$ cat config.mk
export PLATFORM = sky130hd
export DESIGN_NAME = jtdd_adpcm_fetch
export DESIGN_NICKNAME = d
export VERILOG_FILES = /design/src/rtl/jtdd_adpcm_fetch_pkg.sv /design/src/rtl/jtdd_adpcm_fetch_slot.sv /design/src/rtl/jtdd_adpcm_fetch.sv
export SDC_FILE = /design/constraint.sdc
export NUM_CORES = 1
export LEC_CHECK = 0
export CORE_AREA = 3 3 109 152
export CTS_BUF_LIST = sky130_fd_sc_hd__clkbuf_2
export DETAILED_ROUTE_END_ITERATION = 10
export DIE_AREA = 0 0 112 155
export GPL_ROUTABILITY_DRIVEN = 0
export SKIP_LAST_GASP = 1
export SYNTH_ARGS = -nofsm -noshare
export SYNTH_HDL_FRONTEND = slang
export SYNTH_SLANG_ARGS = --single-unit
$ cat constraint.sdc
create_clock -name clk -period 4.1 [get_ports clk]
set_clock_uncertainty 0.1 [all_clocks]
set_input_delay 0.41 -clock clk [delete_from_list [all_inputs] [get_ports clk]]
set_output_delay 0.41 -clock clk [all_outputs]
set_load 0.05 [all_outputs]
$ cat src/rtl/jtdd_adpcm_fetch_pkg.sv
// Shared types for the ADPCM sample-ROM fetch stage.
package jtdd_adpcm_fetch_pkg;

    typedef enum logic [1:0] {
        ST_IDLE         = 2'd0,
        ST_FETCH        = 2'd1,
        ST_WAIT_DISCARD = 2'd2
    } fetch_state_e;

    typedef enum logic {
        KIND_CUR = 1'b0,
        KIND_NXT = 1'b1
    } fetch_kind_e;

    localparam logic [7:0] MISS_MAX = 8'hFF;

endpackage

$ cat src/rtl/jtdd_adpcm_fetch_slot.sv
// One cached ROM byte: tag, data byte and valid flag, plus an address compare.
module jtdd_adpcm_fetch_slot #(
    parameter int AW = 16
) (
    input  logic          clk,
    input  logic          rst_n,
    input  logic          wr_i,
    input  logic          clr_i,
    input  logic [AW-1:0] wr_tag_i,
    input  logic [7:0]    wr_byte_i,
    input  logic [AW-1:0] cmp_addr_i,
    output logic [AW-1:0] tag_o,
    output logic [7:0]    byte_o,
    output logic          valid_o,
    output logic          hit_o
);

    logic [AW-1:0] tag_q;
    logic [7:0]    byte_q;
    logic          valid_q;

    // A write always leaves the slot valid; a clear only drops the valid flag and keeps the tag.
    always_ff @(posedge clk or negedge rst_n) begin
        if (!rst_n) begin
            tag_q   <= '0;
            byte_q  <= '0;
            valid_q <= 1'b0;
        end else if (wr_i) begin
            tag_q   <= wr_tag_i;
            byte_q  <= wr_byte_i;
            valid_q <= 1'b1;
        end else if (clr_i) begin
            valid_q <= 1'b0;
        end
    end

    assign tag_o   = tag_q;
    assign byte_o  = byte_q;
    assign valid_o = valid_q;
    assign hit_o   = valid_q && (tag_q == cmp_addr_i);

endmodule

$ cat src/rtl/jtdd_adpcm_fetch.sv
// ROM byte fetcher for the ADPCM decoder: holds the current byte and prefetches the next one.
module jtdd_adpcm_fetch
    import jtdd_adpcm_fetch_pkg::*;
#(
    parameter int AW       = 16,
    parameter int PREFETCH = 1
) (
    input  logic          clk,
    input  logic          rst_n,
    input  logic [AW-1:0] addr,
    input  logic          cs,
    output logic [7:0]    data,
    output logic          ok,
    output logic [AW-1:0] mem_addr,
    output logic          mem_req,
    input  logic [7:0]    mem_data,
    input  logic          mem_dok,
    output logic [7:0]    miss_cnt
);

    fetch_state_e  state_q, state_d;
    fetch_kind_e   kind_q, kind_d;
    logic [AW-1:0] mem_addr_q, mem_addr_d;
    logic          mem_req_q, mem_req_d;
    logic [7:0]    miss_q, miss_d;

    logic [AW-1:0] cur_tag, nxt_tag, cur_inc;
    logic [7:0]    cur_byte, nxt_byte;
    logic          cur_valid, nxt_valid, cur_hit, nxt_hit;

    logic          cur_wr, cur_clr, nxt_wr, nxt_clr;
    logic [AW-1:0] cur_wr_tag, nxt_wr_tag;
    logic [7:0]    cur_wr_byte, nxt_wr_byte;

    assign cur_inc = cur_tag + AW'(1);

    jtdd_adpcm_fetch_slot #(.AW(AW)) u_cur (
        .clk        (clk),
        .rst_n      (rst_n),
        .wr_i       (cur_wr),
        .clr_i      (cur_clr),
        .wr_tag_i   (cur_wr_tag),
        .wr_byte_i  (cur_wr_byte),
        .cmp_addr_i (addr),
        .tag_o      (cur_tag),
        .byte_o     (cur_byte),
        .valid_o    (cur_valid),
        .hit_o      (cur_hit)
    );

    generate
        if (PREFETCH != 0) begin : g_nxt
            jtdd_adpcm_fetch_slot #(.AW(AW)) u_nxt (
                .clk        (clk),
                .rst_n      (rst_n),
                .wr_i       (nxt_wr),
                .clr_i      (nxt_clr),
                .wr_tag_i   (nxt_wr_tag),
                .wr_byte_i  (nxt_wr_byte),
                .cmp_addr_i (addr),
                .tag_o      (nxt_tag),
                .byte_o     (nxt_byte),
                .valid_o    (nxt_valid),
                .hit_o      (nxt_hit)
            );
        end else begin : g_no_nxt
            logic unused_nxt;
            assign unused_nxt = ^{nxt_wr, nxt_clr, nxt_wr_tag, nxt_wr_byte};
            assign nxt_tag    = '0;
            assign nxt_byte   = '0;
            assign nxt_valid  = 1'b0;
            assign nxt_hit    = 1'b0;
        end
    endgenerate

    // Control registers: state, in-flight request (address doubles as its tag) and miss counter.
    always_ff @(posedge clk or negedge rst_n) begin
        if (!rst_n) begin
            state_q    <= ST_IDLE;
            kind_q     <= KIND_CUR;
            mem_addr_q <= '0;
            mem_req_q  <= 1'b0;
            miss_q     <= '0;
        end else begin
            state_q    <= state_d;
            kind_q     <= kind_d;
            mem_addr_q <= mem_addr_d;
            mem_req_q  <= mem_req_d;
            miss_q     <= miss_d;
        end
    end

    // Next-state logic: demand miss beats prefetch; promotion and the following prefetch use separate cycles.
    always_comb begin
        state_d     = state_q;
        kind_d      = kind_q;
        mem_addr_d  = mem_addr_q;
        mem_req_d   = mem_req_q;
        miss_d      = miss_q;
        cur_wr      = 1'b0;
        cur_clr     = 1'b0;
        cur_wr_tag  = mem_addr_q;
        cur_wr_byte = mem_data;
        nxt_wr      = 1'b0;
        nxt_clr     = 1'b0;
        nxt_wr_tag  = mem_addr_q;
        nxt_wr_byte = mem_data;

        case (state_q)
            ST_IDLE: begin
                if (cs) begin
                    if (!cur_hit) begin
                        if (nxt_hit) begin
                            cur_wr      = 1'b1;
                            cur_wr_tag  = nxt_tag;
                            cur_wr_byte = nxt_byte;
                            nxt_clr     = 1'b1;
                        end else begin
                            cur_clr    = 1'b1;
                            nxt_clr    = 1'b1;
                            mem_addr_d = addr;
                            mem_req_d  = 1'b1;
                            kind_d     = KIND_CUR;
                            state_d    = ST_FETCH;
                            if (miss_q != MISS_MAX) begin
                                miss_d = miss_q + 8'd1;
                            end
                        end
                    end else if ((PREFETCH != 0) && !nxt_valid && (nxt_tag != cur_inc)) begin
                        mem_addr_d = cur_inc;
                        mem_req_d  = 1'b1;
                        kind_d     = KIND_NXT;
                        state_d    = ST_FETCH;
                    end
                end
            end

            ST_FETCH: begin
                if (mem_dok) begin
                    mem_req_d = 1'b0;
                    state_d   = ST_IDLE;
                    if (mem_addr_q == addr) begin
                        cur_wr = 1'b1;
                    end else if ((kind_q == KIND_NXT) && (mem_addr_q == cur_inc)) begin
                        nxt_wr = 1'b1;
                    end
                end else if (kind_q == KIND_CUR) begin
                    if (addr != mem_addr_q) begin
                        state_d = ST_WAIT_DISCARD;
                    end
                end else if ((addr != mem_addr_q) && (addr != cur_tag)) begin
                    state_d = ST_WAIT_DISCARD;
                end
            end

            ST_WAIT_DISCARD: begin
                if (mem_dok) begin
                    mem_req_d = 1'b0;
                    state_d   = ST_IDLE;
                end
            end

            default: begin
                state_d   = ST_IDLE;
                mem_req_d = 1'b0;
            end
        endcase
    end

    assign ok       = cur_hit;
    assign data     = cur_byte;
    assign mem_addr = mem_addr_q;
    assign mem_req  = mem_req_q;
    assign miss_cnt = miss_q;

endmodule

==> reports/qor.txt, run 1 <==
Synthesis-to-layout area growth: 16.6%
Syn_nets: 583
Multi-input gate area: 3150 um^2
Total congestion overflow: 0
Number of global-route vias before repair: 4357
Netlist cell types: 59
Post-route ant nets: 0
Crit. End Element: register
Reg area: 1950 um^2
Worst EP arrival: 4.17 ns
Status: finished clean
Slew headroom: 0.323
Final min period: 3.84 ns
H-tree levels: 3
Number of fill cells in the layout: 1510
Tightest Pin Transition: 1.02 ns
Maximum vdd ir drop: 0.358 mV
DRC: 0
Type of the worst setup path: reg2reg
Post-synth ARST share: 1.00
RSZ-0062 raised after global routing: false
Delay-heaviest family, CP: simple AND/OR/NAND/NOR gates
RR Startpoint: u_cur.tag_o[1]
TritonCTS Buffers: 9
Sequential area share after synthesis: 0.367
Final period utilization: 0.937
Initial Util: 0.350
Routed WL per cell: 19.0 um
Global-route wire length before repair: 24.2 mm
CTS clock-pin slew for the worst setup and hold paths: 0.21 ns
Req. time, crit path: 4.43 ns
Top cells by area, synth: dfrtp_1 (37%), xnor2_1 (12%), mux2_2 (6.8%)
Clock sink count: 78
Drt first pass iters: 4
Buf+Inv Stages, Crit Path: 2
Yosys synthesis warning count: 0
Fin area: 6200 um^2
Max-cap violations: 0
Synth area leader: dfrtp_1
Synth top area share: 0.367
Overall die height: 155 um
I/O Pins: 62
Critical-path cell list: ha_1, inv_1, nor4_2, xnor2_1, o211ai_1, or4_1, o41ai_2, nand2_2, buf_4, mux2_4
Final setup fails: 0
Post-DP Area: 6100 um^2
Final wirelength: 15.1 mm
Synthesized cell area: 5320 um^2
Total Power: 2.80 mW
Max incr delay on CP: 0.65 ns
Count leader, synth: dfrtp_1
Nets@finish: 633
Die ar.: 17400 um^2
Flop2flop setup slack: 0.26 ns
Lkg Pwr: 2.80 nW
Clock buffer depth: 2
IO Port Bufs: 61
Crit-path slowest cell: dfrtp_1
CP Launch Type: register
Cells after DPL: 780
Number of DRC markers in iteration 0: 318
Pwr/cell area: 451 nW/um^2
Post-synth EDFFs: 0
Layout Cells excl Fill: 798
Min-delay worst type: in2reg
Clk_lat worst skew: 0.53 ns
Peak Freq: 260 MHz
TritonCTS clock tree: yes
Synth top cells by count: dfrtp_1 (78), xnor2_1 (70), nand2_1 (48)
Pins over their slew limit: 0
Worst r2r path cells: 10
Crit-path max FO: 10
Die X: 112 um
Main synth FF type: dfrtp_1
Avg Inst Size Synth: 9.67 um^2
Fin. Hold Viols: 0
Hold path startpoint: mem_data[3]
Post-DP HPWL: 11.6 mm
Largest net degree at the start of global routing: 79
Routed via count: 4263
Final core occ: 0.408
Layout cell share with drive strength beyond 1: 0.144
Worst Hold End: g_nxt.u_nxt.byte_o[3]
Total track usage: 0.176
#FFs+latches synth: 78
FF-to-FF End: mem_addr[14]
Core box area: 15200 um^2
Synth Instances: 550
Via-per-instance ratio: 5.34
CTS root buffer: clkbuf_2
Cell Rows: 53
Final TNS setup: 0 ns
Antenna violations before repair: 1
Hold depth: 2
[state kept, by name, summed over array words and instances (netlist names), 2 cells and up]
name,cells
miss_cnt,8
g_nxt.u_nxt.tag_o,16
mem_addr,16
u_cur.tag_o,16
u_cur.byte_o,8
g_nxt.u_nxt.byte_o,8
state_q,2
[logic make-up after synthesis]
family	Yosys count	synth area share
AOI/OAI and AO/OA	78	0.0927
xor gates and xnor gates	98	0.167
adders and majority gates	5	0.0118
buffers and inverters	45	0.0412
DFF	78	0.367
muxes	66	0.141
and+or+nand+nor	180	0.180
[power breakdown]
group | internal (mW) | leakage [nW] | switching [mW] | total (mW)
logic | 0.556 | 1.70 | 0.776 | 1.33
clock network | 0.0841 | 0.0556 | 0.272 | 0.356
registers | 0.893 | 1.04 | 0.217 | 1.11
[layer usage]
| layer | wire length, um | vias up | global-route usage | part of all wire |
|---|---|---|---|---|
| li1 | - | 2040 | - | - |
| met3 | 549 | 37 | 0.0265 | 0.036 |
| met1 | 5990 | 2079 | 0.203 | 0.40 |
| met2 | 7800 | 107 | 0.311 | 0.52 |
| met4 | 794 | 0 | 0.101 | 0.052 |
| met5 | 0 | - | 0 | 0 |
[metrics by stage]
step	hold slack (ns)	setup slack, ns
5_1_grt	0.336	0.0910
2_1_floorplan	0.0144	0.782
6_report	0.405	0.260
3_5_place_dp	0.373	0.172
4_1_cts	0.350	0.129
3_3_place_gp	0.370	0.171
[cell type report]
class,count,area share
clock inverters,4,0.00383
clock buffers,12,0.00969
repair buffers,77,0.119
flip-flops and latches,78,0.315
diodes,1,0.000404
multi-input cells,427,0.509
well taps,192,0.0387
inverters,7,0.00424
[layout by cell type, fill, tap and decap left out, types with 7 or more instances in the layout]
master and instances:
nand4_1 18, nand2_1 48, xor2_1 26, clkdlybuf4s50_1 59
mux2_4 10, nor4_1 9, mux2_2 32, buf_4 16
dfrtp_1 78, mux2i_1 24, nand3_1 12, o21ai_0 13
xnor2_1 70, nand2b_1 7, nor2_1 40, a21oi_1 30
clkbuf_2 12
[worst max-delay path by stage]
| stage | cells past startpoint | to | startpoint |
|---|---|---|---|
| after global routing | 10 | mem_addr[14] | u_cur.tag_o[1] |
| after detailed placement | 10 | mem_addr[12] | u_cur.tag_o[1] |
| after global placement | 10 | mem_addr[14] | u_cur.tag_o[1] |
| final | 10 | mem_addr[14] | u_cur.tag_o[1] |
| after CTS | 10 | mem_addr[12] | u_cur.tag_o[1] |
| after floorplan | 10 | mem_addr[10] | u_cur.tag_o[0] |
[timing repair]
action                     CTS  global route
hold endpoints to repair    78             0
hold buffers                 1             0
setup endpoints to repair    0            15
gates resized for setup      0             1
setup buffers                0             0
Power figures use the tool's default switching activity.
==> inputs of run 2 (changes only) <==
clock period = 4.3 ns   (was 4.1 ns; I/O delays follow)
==> reports/qor.txt, run 2 (synthesis gave the netlist of run 1 again) <==
Status: finished clean
Lkg Pwr: 2.82 nW
Req. time, crit path: 4.66 ns
Worst r2r path cells: 10
CTS root buffer: clkbuf_2
RSZ-0062 raised after global routing: false
Final TNS setup: 0 ns
Switching Share: 0.432
Buf+Inv Stages, Crit Path: 2
Type of the worst setup path: reg2reg
Total track usage: 0.178
H-tree levels: 3
IO Port Bufs: 61
Slew headroom: 0.331
Most common cell after layout, fill and taps aside: dfrtp_1
Switching Power: 1.24 mW
Final wirelength: 15.2 mm
Post-place setup slack: 0.116 ns
Max incr delay on CP: 0.65 ns
FF-to-FF End: mem_addr[0]
Peak Freq: 243 MHz
Logic pwr share: 0.443
Final period utilization: 0.957
Drt first pass iters: 5
Die X: 112 um
Number of global-route vias before repair: 4564
Pwr/cell area: 460 nW/um^2
TritonCTS clock tree: yes
Fin. Hold Viols: 0
Cells after DPL: 775
Total congestion overflow: 0
Clock group share of total power: 0.189
Worst EP arrival: 4.47 ns
Min-delay worst type: in2reg
Synthesis-to-layout area growth: 17.4%
Post-DP HPWL: 11.2 mm
Maximum vdd ir drop: 0.261 mV
PnR worst setup slack: 0.184 ns
Core box area: 15200 um^2
Total Power: 2.87 mW
Tightest Pin Transition: 1.00 ns
Routed via count: 4343
Overall die height: 155 um
Antenna violations before repair: 1
Initial Util: 0.350
Clock sink count: 78
Critical-path cell list: ha_1, inv_1, nor4_2, xnor2_1, o211ai_1, or4_1, o41ai_2, nand2_2, buf_4, mux2_4
Die ar.: 17400 um^2
Crit. End Element: register
Cell Rows: 53
I/O Pins: 62
Delay-heaviest family, CP: simple AND/OR/NAND/NOR gates
Largest net degree at the start of global routing: 79
Layout Cells excl Fill: 793
Int Power: 1.63 mW
Hold depth: 3
Layout cell share with drive strength beyond 1: 0.138
Reg area: 1950 um^2
Crit-path max FO: 10
Final min period: 4.12 ns
Via-per-instance ratio: 5.48
Sequential share of power: 0.369
CTS clock-pin slew for the worst setup and hold paths: 0.24 ns
Routed WL per cell: 19.1 um
Pins over their slew limit: 0
Nets@finish: 628
Flop2flop setup slack: 0.18 ns
DRC: 0
Commonest non-fill, non-tap cells in the layout: dfrtp_1 (78), xnor2_1 (70), clkdlybuf4s50_1 (59)
Number of DRC markers in iteration 0: 286
Hold path startpoint: mem_data[3]
RR Startpoint: u_cur.tag_o[1]
Setup Buffers After CTS: 0
Worst Hold End: u_cur.byte_o[3]
Number of fill cells in the layout: 1496
Max-cap violations: 0
Clock buffer depth: 2
TritonCTS Buffers: 9
Post-route ant nets: 0
Final setup fails: 0
Multi-input gate area: 3150 um^2
Global-route wire length before repair: 24.6 mm
CP Launch Type: register
Crit-path slowest cell: dfrtp_1
Clk_lat worst skew: 0.57 ns
## run 2: changes by cell type in the layout (fill, tap and decap cells not counted)
cell / delta
clkinv_1: -1
buf_4: -5
inv_6: +1
clkinvlp_4: -2
clkinv_4: +2
bufinv_16: +3
clkbuf_2: -3
## run 2: worst reg2reg max path: stages, from the launching register on
cell,delay (ns)
dfrtp_1,0.65
ha_1,0.43
inv_1,0.15
nor4_2,0.47
xnor2_1,0.29
o211ai_1,0.12
or4_1,0.58
o41ai_2,0.47
nand2_2,0.26
buf_4,0.24
mux2_4,0.30
## run 2: final cells by class
class / count / share of cell area
Tap cell: 192 / 0.0385
Inverter: 7 / 0.00421
Timing Repair Buffer: 72 / 0.113
Antenna cell: 1 / 0.000401
Multi-Input combinational cell: 427 / 0.505
Clock inverter: 7 / 0.0194
Clock buffer: 9 / 0.00721
Sequential cell: 78 / 0.313
## run 2: what timing repair did
action / CTS / global route
endpoints found under the setup margin: 0 / 11
resized for setup: 0 / 1
hold buffers: 1 / 0
hold endpoints to repair: 78 / 0
## run 2: worst max path at each step
stage,endpoint,cells after the start,slack [ns],startpoint
global route,mem_addr[1],10,0.04,u_cur.tag_o[1]
finish,mem_addr[0],10,0.18,u_cur.tag_o[1]
CTS,mem_addr[1],10,0.07,u_cur.tag_o[1]
detailed placement,mem_addr[11],10,0.12,u_cur.tag_o[1]
floorplan,mem_addr[10],10,0.98,u_cur.tag_o[0]
global placement,mem_addr[14],10,0.19,u_cur.tag_o[1]
## run 2: layer usage
layer  vias up  part of all wire  GRT usage
met5         -                 0          0
met4         0             0.051     0.0997
met3        50             0.059     0.0307
met2       167              0.51      0.310
met1      2094              0.39      0.207
li1       2032                 -          -
## run 2: through the flow
stage | area [um^2] | utilization | hold WS (ns)
final | 6240 | 0.411 | 0.388
after global routing | 6240 | 0.411 | 0.349
after CTS | 6240 | 0.411 | 0.326
after detailed placement | 6060 | 0.399 | 0.366
after global placement | 6060 | 0.399 | 0.367
after floorplan | 5320 | - | 0.0344
## run 2: power groups by stage
stage	combinational (mW)	sequential [mW]	clock, mW
CTS	1.28	1.06	0.559
floorplan	0.476	1.40	0
finish	1.27	1.06	0.542
detailed placement	1.27	1.08	0
global placement	1.26	1.07	0
global route	1.35	1.09	0.588
